--- config.mk ---
export PLATFORM = sky130hd
export DESIGN_NAME = segment_transition_ctrl
export DESIGN_NICKNAME = d
export VERILOG_FILES = /design/src/rtl/segment_transition_ctrl.sv
export SDC_FILE = /design/constraint.sdc
export NUM_CORES = 1
export LEC_CHECK = 0
export BUFFER_PORTS_ARGS = -buffer_cell sky130_fd_sc_hd__buf_4
export CAP_MARGIN = 20
export CELL_PAD_IN_SITES_DETAIL_PLACEMENT = 0
export CELL_PAD_IN_SITES_GLOBAL_PLACEMENT = 1
export CORE_MARGIN = 2
export CORE_UTILIZATION = 23
export DETAILED_ROUTE_END_ITERATION = 6
export MAX_ROUTING_LAYER = met4
export PLACE_DENSITY_LB_ADDON = 0.05
export SETUP_SLACK_MARGIN = 0.15
export SLEW_MARGIN = 20
export SYNTH_ARGS = -nofsm -noshare
export SYNTH_HDL_FRONTEND = slang
export SYNTH_SLANG_ARGS = --single-unit
--- constraint.sdc ---
create_clock -name CLK -period 4.8 [get_ports CLK]
set_clock_uncertainty 0.05 [all_clocks]
set_input_delay 0 -clock CLK [delete_from_list [all_inputs] [get_ports CLK]]
set_output_delay 0 -clock CLK [all_outputs]
set_load 0.02 [all_outputs]
--- src/rtl/segment_transition_ctrl.sv ---
// Two-segment playback sequencer: read index, repetition counter and segment-change requests.
// Define SEGMENT_TRANSITION_GPIO_EN to build the GPIO transition mode (0x02).
module segment_transition_ctrl #(
    parameter int W_IDX  = 13,
    parameter int W_REP  = 16,
    parameter int W_TIME = 56
) (
    input  logic              CLK,
    input  logic              RST,
    input  logic              STEP,
    input  logic              UPDATE_SETTINGS,
    input  logic              REQ_RD_SEGMENT,
    input  logic [7:0]        TRANSITION_MODE,
    input  logic [63:0]       TRANSITION_VALUE,
    input  logic [W_IDX-1:0]  CYCLE0,
    input  logic [W_IDX-1:0]  CYCLE1,
    input  logic [W_REP-1:0]  REP0,
    input  logic [W_REP-1:0]  REP1,
    input  logic [W_TIME-1:0] SYS_TIME,
    input  logic [3:0]        GPIO_IN,
    output logic              SEGMENT,
    output logic [W_IDX-1:0]  IDX,
    output logic              STOP,
    output logic              PENDING,
    output logic              SWAP
);

    typedef enum logic [1:0] {M_SYNC, M_TIME, M_GPIO, M_EXT} mode_t;

    mode_t             pend_mode;
    logic              pend_seg;
    logic [W_TIME-1:0] pend_target;
    logic [W_REP-1:0]  loop_cnt;
    logic              ext_mode;

    logic [W_IDX-1:0]  cyc_cur;
    logic [W_REP-1:0]  rep_cur;
    logic              wrap;
    logic              exhaust;
    logic              swap_cond;
    logic              mode_ok;
    mode_t             mode_dec;
    logic              req_accept;

`ifdef SEGMENT_TRANSITION_GPIO_EN
    logic [3:0]        gpio_prev;
    logic              edge_flag;
    logic              gpio_rise;

    assign gpio_rise = GPIO_IN[pend_target[1:0]] & ~gpio_prev[pend_target[1:0]];

    logic unused_bits;
    assign unused_bits = ^TRANSITION_VALUE[63:W_TIME];
`else
    logic unused_bits;
    assign unused_bits = ^{TRANSITION_VALUE[63:W_TIME], GPIO_IN};
`endif

    always_comb begin
        cyc_cur   = SEGMENT ? CYCLE1 : CYCLE0;
        rep_cur   = SEGMENT ? REP1 : REP0;
        // a CYCLE shrunk below the current index still ends the loop
        wrap      = !STOP && (IDX >= cyc_cur);
        exhaust   = wrap && !(&rep_cur) && (loop_cnt == rep_cur);

        swap_cond = 1'b0;
        case (pend_mode)
            M_SYNC: swap_cond = wrap || STOP;
            M_TIME: swap_cond = (SYS_TIME >= pend_target);
            M_GPIO: begin
`ifdef SEGMENT_TRANSITION_GPIO_EN
                swap_cond = edge_flag;
`else
                swap_cond = 1'b0;
`endif
            end
            M_EXT:  swap_cond = 1'b1;
            default: swap_cond = 1'b0;
        endcase

        mode_ok  = 1'b1;
        mode_dec = M_SYNC;
        case (TRANSITION_MODE)
            8'h00: mode_dec = M_SYNC;
            8'h01: mode_dec = M_TIME;
`ifdef SEGMENT_TRANSITION_GPIO_EN
            8'h02: mode_dec = M_GPIO;
`endif
            8'hF0: mode_dec = M_EXT;
            default: mode_ok = 1'b0;
        endcase

        req_accept = UPDATE_SETTINGS && mode_ok &&
                     ((REQ_RD_SEGMENT != SEGMENT) || (mode_dec == M_EXT));
    end

    always_ff @(posedge CLK) begin
        if (RST) begin
            SEGMENT     <= 1'b0;
            IDX         <= '0;
            STOP        <= 1'b0;
            PENDING     <= 1'b0;
            SWAP        <= 1'b0;
            loop_cnt    <= '0;
            ext_mode    <= 1'b0;
            pend_mode   <= M_SYNC;
            pend_seg    <= 1'b0;
            pend_target <= '0;
`ifdef SEGMENT_TRANSITION_GPIO_EN
            gpio_prev   <= '0;
            edge_flag   <= 1'b0;
`endif
        end else begin
            SWAP <= 1'b0;
            if (STEP && PENDING && swap_cond) begin
                SEGMENT  <= pend_seg;
                IDX      <= '0;
                loop_cnt <= '0;
                STOP     <= 1'b0;
                PENDING  <= 1'b0;
                SWAP     <= 1'b1;
                if (pend_mode == M_EXT) ext_mode <= 1'b1;
            end else if (STEP && !STOP) begin
                if (!wrap) begin
                    IDX <= IDX + 1'b1;
                end else if (!exhaust) begin
                    IDX      <= '0;
                    loop_cnt <= loop_cnt + 1'b1;
                end else if (ext_mode) begin
                    // ext mode ping-pongs between segments instead of stopping
                    SEGMENT  <= ~SEGMENT;
                    IDX      <= '0;
                    loop_cnt <= '0;
                    SWAP     <= 1'b1;
                end else begin
                    STOP <= 1'b1;
                end
            end

`ifdef SEGMENT_TRANSITION_GPIO_EN
            gpio_prev <= GPIO_IN;
            if (PENDING && pend_mode == M_GPIO && gpio_rise) edge_flag <= 1'b1;
`endif

            // a request in the same cycle as a swap is latched after it (last wins)
            if (req_accept) begin
                PENDING     <= 1'b1;
                pend_mode   <= mode_dec;
                pend_seg    <= REQ_RD_SEGMENT;
                pend_target <= TRANSITION_VALUE[W_TIME-1:0];
                if (mode_dec != M_EXT) ext_mode <= 1'b0;
`ifdef SEGMENT_TRANSITION_GPIO_EN
                edge_flag   <= 1'b0;
`endif
            end
        end
    end

endmodule

==> summary.txt, run 1 <==
Setup path
  – Slowest CP cell: dfxtp_2
  – Worst EP arrival: about 3.7 ns
  – Crit Path Max Fanout: 14
  – Reg2Reg Depth: 9
  – Crit path from: SEGMENT
  – Crit Path Category: reg2reg
  – Worst path max stage delay: 0.63 ns
  – Crit-path cells: mux2_2, ha_1, nor3b_1, o21ai_0, a22oi_1, a31oi_1, o32ai_1, nand2_1, a21oi_1
  – CP required: 5.02 ns
  – R2r setup slk: 1.34 ns
  – Kind of cell adding the most delay to the critical path: compound AO/OA/AOI/OAI gates
  – Reg-to-Reg Start: SEGMENT
  – CP startpoint kind: flip-flop
  – CP endpoint kind: flip-flop
  – Buffers and inverters on the worst path: 0
  – Reg2Reg Capture Point: loop_cnt[3]

Place
  – Gpl congestion: about 0.70
  – DP Wirelength: 14.5 mm
  – I/O Buffers: 199
  – Inst Count DP: 1255
  – Area of placed instances: 0.00772 mm²

Cells and area
  – Reg area: 0.00186 mm²
  – Layout cell share with drive strength beyond 1: between 20% and 30%
  – Area occupied by multi-input gates: 0.00368 mm²
  – Commonest non-fill, non-tap cell in the layout: buf_4
  – Synthesis-to-finish area growth: 45.2%
  – Final Instance Area: 0.00862 mm²
  – Most frequent cells in the layout: 203 x buf_4, 144 x nand2_1, 103 x a21oi_1, 92 x dfxtp_1, 71 x ha_1
  – Cell Count, Final, Fillers Out: 1331
  – Final #Nets: 1261
  – Fillers: 2789

Synth
  – Synth top area share: roughly a third
  – Number of synthesized flops with an enable pin: 0
  – Cell taking the most area after synthesis: dfxtp_1
  – Cell Area, Synth: 0.00593 mm²
  – Synth warn: 0
  – Post-Syn Area per Cell: just under 8 µm²
  – Synth top area cells: dfxtp_1 31%, ha_1 15%, nand2_1 9.2%, a21oi_1 8.7%, mux2i_1 5.1%
  – Seq/Total Area, Yosys: 31.4%
  – Synth unique cells: 51
  – Synth async-reset ratio: 0%
  – Syn Nets: 1018
  – Yosys reg bits: between 90 and 100
  – Post-synthesis instance total: between 700 and 800
  – Most used DFF post-synth: dfxtp_1

Floorplan
  – Ports: 212
  – Die ar.: 0.0271 mm²
  – Row count: 58
  – Chip Height: 165 µm
  – Die W: approximately 160 µm
  – Starting Density: 23.5%
  – Core ar.: 0.0253 mm²

Run status
  – Outcome: finished, final reports clean

STA
  – Peak Freq: 0.289 GHz
  – Setup_tns: 0 ns
  – Slew @ Worst Pin: around 0.83 ns
  – Slew margin rel.: 44.5%
  – Final setup viols: 0
  – Fin. max-slew vios: 0
  – Fin crit share: 72.0%
  – Final hold vios: 0
  – RSZ-0062 raised after global routing: false
  – Final Critical Period: 3.46 ns

Clock tree
  – Clock Tree Buf Depth: 2
  – Clk root buf: clkbuf_16
  – Clock transition at path regs: 0.07 ns
  – CTS Buf Count: 9
  – CTS tree: yes
  – Max H-tree Level: 3
  – Worst-skew pair later-pin latency: 0.35 ns
  – Post-CTS Setup Repair Bufs: 0
  – Clock sink total: 93
  – Post-CTS sizing: 0

GRT
  – First-pass GRT wire length: 29.1 mm
  – GRT Overall Usage: 14.1%
  – Vias in the first global route: 5821
  – Grt total ovfl: 0
  – Pin count of the biggest net entering global routing: 67
  – Initial antenna violation count: 1

Pwr
  – PD cells: 208 mW/mm²
  – Worst vdd ir: 0.157 mV
  – Pleak: 0.00331 µW

Detailed routing
  – Antenna viol nets, final: 0
  – Vias/cell: roughly 4.4
  – Total wire length: 18.7 mm
  – TritonRoute pass-1 iters: 4
  – Avg WL per Cell: 14.0 µm
  – Initial DRC Count: 142
  – DRC Markers: 0
  – Via Count: 5849

Worst hold path
  – Hold WC Path Type: in2reg
  – Hold depth: 3
  – Worst Hold End: pend_mode[0]
  – Hold path start: TRANSITION_MODE[4]

Run
  – Max cap viols: 0
==> metrics by stage <==
step                power, µW  hold slack (ns)  setup slack [ns]  util, %
CTS                      1850          0.00548              1.17     34.1
floorplan                 882           0.0860              1.09        -
global placement         1030            0.203              1.24     30.6
finish                   1800          0.00494              1.34     34.1
detailed placement       1030            0.207              1.18     30.6
global route             1890           0.0282             0.981     34.1
==> final cells by class <==
class                   instances  area share, %
multi-input cells             564           42.7
diodes                          1         0.0290
clock buffers                  11           2.82
clock inverters                 5          0.697
flip-flops and latches         93           21.6
repair buffers                262           24.5
well taps                     330           4.79
inverters                      65           2.83
==> synth_stat cells (5+ instances only) <==
master and instances:
mux2i_1 30, nand2_1 145, and3_1 8, nor3_1 7
xor2_1 12, nor4_1 7, or3_1 12, xnor2_1 18
dfxtp_1 93, nor2_1 24, inv_1 65, o21ai_0 22
ha_1 71, nand4_1 19, nand3_1 22, and4_1 6
a21oi_1 103, nor2b_1 5, buf_6 5, clkbuf_1 21
==> flip-flops by register name, summed over array words and instances, names as in the netlist <==
register,count
pend_seg,1
pend_target,56
IDX,13
loop_cnt,16
SEGMENT,1
STOP,1
ext_mode,1
pend_mode,2
SWAP,1
PENDING,1
==> power breakdown <==
part	total (µW)	internal, µW	switching [µW]
Sequential	776	773	2.36
Combinational	273	171	102
Clock	747	420	327
Total	1800	1360	431
==> how the worst max path moves through the flow <==
| stage | end | slack, ns | depth (start not counted) |
|---|---|---|---|
| floorplan | loop_cnt[13] | 1.09 | 14 |
| CTS | loop_cnt[15] | 1.17 | 9 |
| detailed placement | loop_cnt[3] | 1.18 | 9 |
| finish | loop_cnt[3] | 1.34 | 9 |
| global placement | loop_cnt[7] | 1.24 | 9 |
| global route | loop_cnt[12] | 0.98 | 9 |
==> logic make-up after synthesis <==
family,Yosys count,synth area share (%)
adder cells (fa/ha/maj),71,15.0
AND/OR/NAND/NOR,277,22.9
multiplexers,31,5.25
AO/OA/AOI/OAI,155,14.4
buffers and inverters,95,6.68
flip-flops,93,31.4
XOR/XNOR,30,4.43
==> worst register-to-register path, stage by stage (launching register included) <==
cell and delay [ns]:
dfxtp_2 0.63, mux2_2 0.40, ha_1 0.26, nor3b_1 0.19
o21ai_0 0.13, a22oi_1 0.30, a31oi_1 0.22, o32ai_1 0.41
nand2_1 0.52, a21oi_1 0.26
==> what timing repair did <==
action,in CTS,in global routing
endpoints found under the setup margin,0,0
hold endpoints to repair,58,0
hold buffers,59,0
==> per-layer routing <==
layer  vias to the layer above  track usage (%)  share of wire (%)  wire, µm
li1                       3098                -                  -         -
met1                      2619             17.1                 46      8550
met2                       121             24.1                 48      8940
met3                        11             2.54                5.2       961
met4                         0             3.91                1.1       199
met5                         -                -                  0         0
No activity file was read; power rests on OpenSTA's default activity.
==> run 2, diff against run 1 <==
--- a/config.mk
+++ b/config.mk
@@ -5,6 +5,7 @@
 export SDC_FILE = /design/constraint.sdc
 export NUM_CORES = 1
 export LEC_CHECK = 0
+export ABC_AREA = 1
 export BUFFER_PORTS_ARGS = -buffer_cell sky130_fd_sc_hd__buf_4
 export CAP_MARGIN = 20
 export CELL_PAD_IN_SITES_DETAIL_PLACEMENT = 0
==> constraint.sdc (replaced) <==
create_clock -name CLK -period 3.6 [get_ports CLK]
set_clock_uncertainty 0.05 [all_clocks]
set_input_delay 0 -clock CLK [delete_from_list [all_inputs] [get_ports CLK]]
set_output_delay 0 -clock CLK [all_outputs]
set_load 0.02 [all_outputs]
==> summary.txt, run 2 <==
Run status
  – Outcome: finished, final reports clean

Pwr
  – P_sw: 638 µW (+48%)
  – Sequential share of power: 39.7% (-3.5 points)
  – Sw Share: 24.4% (+0.40 points)
  – Gate power share: 16.5% (+1.3 points)
  – PD cells: 264 mW/mm² (+26%)
  – Worst vdd ir: 0.200 mV (+27%)
  – Int Pwr: 1980 µW (+45%)
  – Pleak: 0.00449 µW (+36%)
  – Clk pwr share: 43.8% (+2.2 points)

Synth
  – Cell taking the most area after synthesis: dfxtp_1
  – Yosys reg bits: 93 (unchanged)
  – Synth top area cells: dfxtp_1 26%, nand2_1 16%, ha_1 12%, nor2_1 8.9%, inv_1 8.1%
  – Synth warn: 0 (unchanged)
  – Synth async-reset ratio: 0% (unchanged)
  – Most used DFF post-synth: dfxtp_1
  – Number of synthesized flops with an enable pin: 0 (unchanged)
  – Top cells by count, synth: 308 x nand2_1, 169 x nor2_1, 154 x inv_1
  – Post-synthesis xor/xnor area fraction: 2.71% (-1.7 points)
  – Synth Area in Compound Gates: 12.1% (-2.3 points)
  – Post-Synth Adder-Cell Area: 12.5% (-2.5 points)
  – Syn Nets: 1382 (+36%)
  – Most common cell in the netlist: nand2_1
  – Seq/Total Area, Yosys: 26.2% (-5.2 points)
  – Cell Area, Synth: 0.00711 mm² (+20%)
  – Mux contribution to synthesized area: 1.69% (-3.6 points)
  – Post-synthesis instance total: 1116 (+48%)
  – Synth unique cells: 36 (-29%)
  – Post-Syn Area per Cell: 6.37 µm² (-19%)
  – Post-Synth Simple-Gate Area: 33.6% (+11 points)
  – Synth top area share: 26.2% (-5.2 points)
  – Main combinational cell family by area after synthesis: simple AND/OR/NAND/NOR gates

Clock tree
  – Post-CTS Setup Repair Bufs: 0 (unchanged)
  – Clock transition at path regs: 0.07 ns (about the same)
  – CTS tree: yes
  – Cts hold-fix bufs: 59 (unchanged)
  – Max H-tree Level: 3 (unchanged)
  – Worst-skew pair later-pin latency: 0.36 ns (about the same)
  – Clk root buf: clkbuf_16
  – CTS Buf Count: 9 (unchanged)
  – Clock sink total: 93 (unchanged)
  – Post-CTS sizing: 0 (unchanged)
  – Clock Tree Buf Depth: 2 (unchanged)

GRT
  – Grt total ovfl: 0 (unchanged)
  – First-pass GRT wire length: 38.4 mm (+32%)
  – M3 GR Usage: 3.44% (+0.91 points)
  – Vias in the first global route: 7396 (+27%)
  – Initial antenna violation count: 2 (+1)
  – Met1 Usage GRT: 18.2% (+1.1 points)
  – Pin count of the biggest net entering global routing: 60 (-10%)
  – M2 GR Usage: 25.6% (+1.5 points)
  – Most Crowded Layer GR: met2
  – GRT Overall Usage: 15.1% (+0.99 points)

Detailed routing
  – Avg WL per Cell: 13.5 µm (-3.8%)
  – Vias/cell: 4.25 (-3.4%)
  – TritonRoute pass-1 iters: 5 (+1)
  – DRC Markers: 0 (unchanged)
  – Antenna viol nets, final: 0 (unchanged)
  – Via Count: 7464 (+28%)
  – Total wire length: 23.7 mm (+27%)
  – Initial DRC Count: 291 (+100%)

Place
  – DP Wirelength: 18.4 mm (+27%)
  – Pre-CTS WS: 0.600 ns (-0.581 ns)
  – Gpl congestion: 0.770 (+10%)
  – I/O Buffers: 199 (unchanged)
  – Inst Count DP: 1682 (+34%)

Setup path
  – Crit Path Max Fanout: 15 (+1)
  – CP required: 3.78 ns (-1.24 ns)
  – Crit Path Category: reg2reg
  – Worst EP arrival: 3.12 ns (-0.56 ns)
  – CP startpoint kind: flip-flop
  – CP endpoint kind: flip-flop

Cells and area
  – Fillers: 3433 (+23%)
  – Layout cell share with drive strength beyond 1: 17.4% (-5.7 points)
  – Max reg flops: 56 (unchanged)
  – Most frequent cells in the layout: 307 x nand2_1, 208 x buf_4, 169 x nor2_1, 154 x inv_1, 92 x dfxtp_1
  – Reg area: 0.00186 mm² (unchanged)
  – Commonest non-fill, non-tap cell in the layout: nand2_1
  – Final #Nets: 1622 (+29%)
  – Top flop regs: pend_target: 56 flops, loop_cnt: 16 flops, IDX: 13 flops
  – Fin util: 32.5% (-1.6 points)
  – Area occupied by multi-input gates: 0.00446 mm² (+21%)
  – Cell Count, Final, Fillers Out: 1758 (+32%)
  – Synthesis-to-finish area growth: 39.5%
  – Largest Register: pend_target

STA
  – Final worst-path setup slack: 0.661 ns (-0.682 ns)
  – Slew margin rel.: 50.6% (+6.1 points)
  – Peak Freq: 0.340 GHz (+18%)
  – RSZ-0062 raised after global routing: false
  – Final Critical Period: 2.94 ns (-0.518 ns)
  – Final hold vios: 0 (unchanged)
  – Slew @ Worst Pin: 0.741 ns (-0.0912 ns)
  – Fin crit share: 81.6% (+9.6 points)
  – Setup_tns: 0 ns (unchanged)
  – Final hold slack: 0.0386 ns (+0.0336 ns)
  – Fin. max-slew vios: 0 (unchanged)
  – Final setup viols: 0 (unchanged)

Floorplan
  – Row count: 64 (+10%)
  – Die W: 180 µm (+9.2%)
  – Ports: 212 (unchanged)
  – Starting Density: 23.3% (-0.19 points)
  – Chip Height: 180 µm (+9.2%)
  – Die ar.: 0.0323 mm² (+19%)
  – Core ar.: 0.0305 mm² (+21%)

Run
  – Max cap viols: 0 (unchanged)

Worst hold path
  – Hold WC Path Type: in2reg
-- run 2: changes by cell type after synthesis, moves of 8 or more --
cell	change
xnor2_1	-15
o21ai_0	-11
mux2i_1	-18
nand3_1	+42
nor2_1	+145
inv_1	+89
a211oi_1	+55
or3_1	-11
buf_2	+8
a21oi_1	-45
nand2_1	+163
-- run 2: through the flow --
stage,total power (µW),area (µm²)
after floorplan,1230,7110
after global routing,2750,9920
after detailed placement,1450,8980
after CTS,2680,9920
final,2610,9920
after global placement,1450,8980
-- run 2: logic make-up after synthesis --
kind of cell             count (synthesis)
AO/OA/AOI/OAI                          139
XOR/XNOR                                22
buffers and inverters                  194
multiplexers                            12
AND/OR/NAND/NOR                        585
flip-flops                              93
adder cells (fa/ha/maj)                 71
-- run 2: area by class of cell --
type | instances | area share, %
Antenna cell | 2 | 0.0504
Clock buffer | 10 | 2.41
Clock inverter | 5 | 1.07
Inverter | 155 | 5.89
Multi-Input combinational cell | 829 | 44.9
Sequential cell | 93 | 18.8
Tap cell | 396 | 4.99
Timing Repair Buffer | 268 | 21.9
-- run 2: worst max-delay path, stage by stage, from the launching register on --
cell,delay [ns]
dfxtp_2,0.62
mux2i_1,0.14
ha_1,0.31
nand2_1,0.06
nor2_1,0.20
nand2_1,0.10
inv_1,0.06
nand2_1,0.06
nand3_1,0.16
nand2_1,0.16
nor2_1,0.25
nand2_4,0.18
nand2_2,0.27
nand2_1,0.08
nand2_1,0.06
nor2_1,0.03
-- run 2: final timing paths --
check,from,to,slack [ns],cells past startpoint
setup / recovery,SEGMENT,IDX[0],0.66,15
hold / removal,TRANSITION_MODE[0],pend_mode[0],0.04,5
setup reg to reg,SEGMENT,IDX[0],0.66,15
hold reg to reg,pend_target[9],pend_target[9],0.42,2
-- run 2: power by group through the flow --
stage	Clock (µW)	Sequential (µW)	Combinational, µW
2_1_floorplan	0	1060	168
3_3_place_gp	0	1060	386
3_5_place_dp	0	1060	387
4_1_cts	1200	1040	441
5_1_grt	1230	1040	490
6_report	1150	1040	432
-- run 2: metal layers --
layer | share of wire [%] | routed length [µm]
met2 | 48 | 11400
met4 | 1.2 | 293
met5 | 0 | 0
met1 | 46 | 10900
met3 | 4.7 | 1110
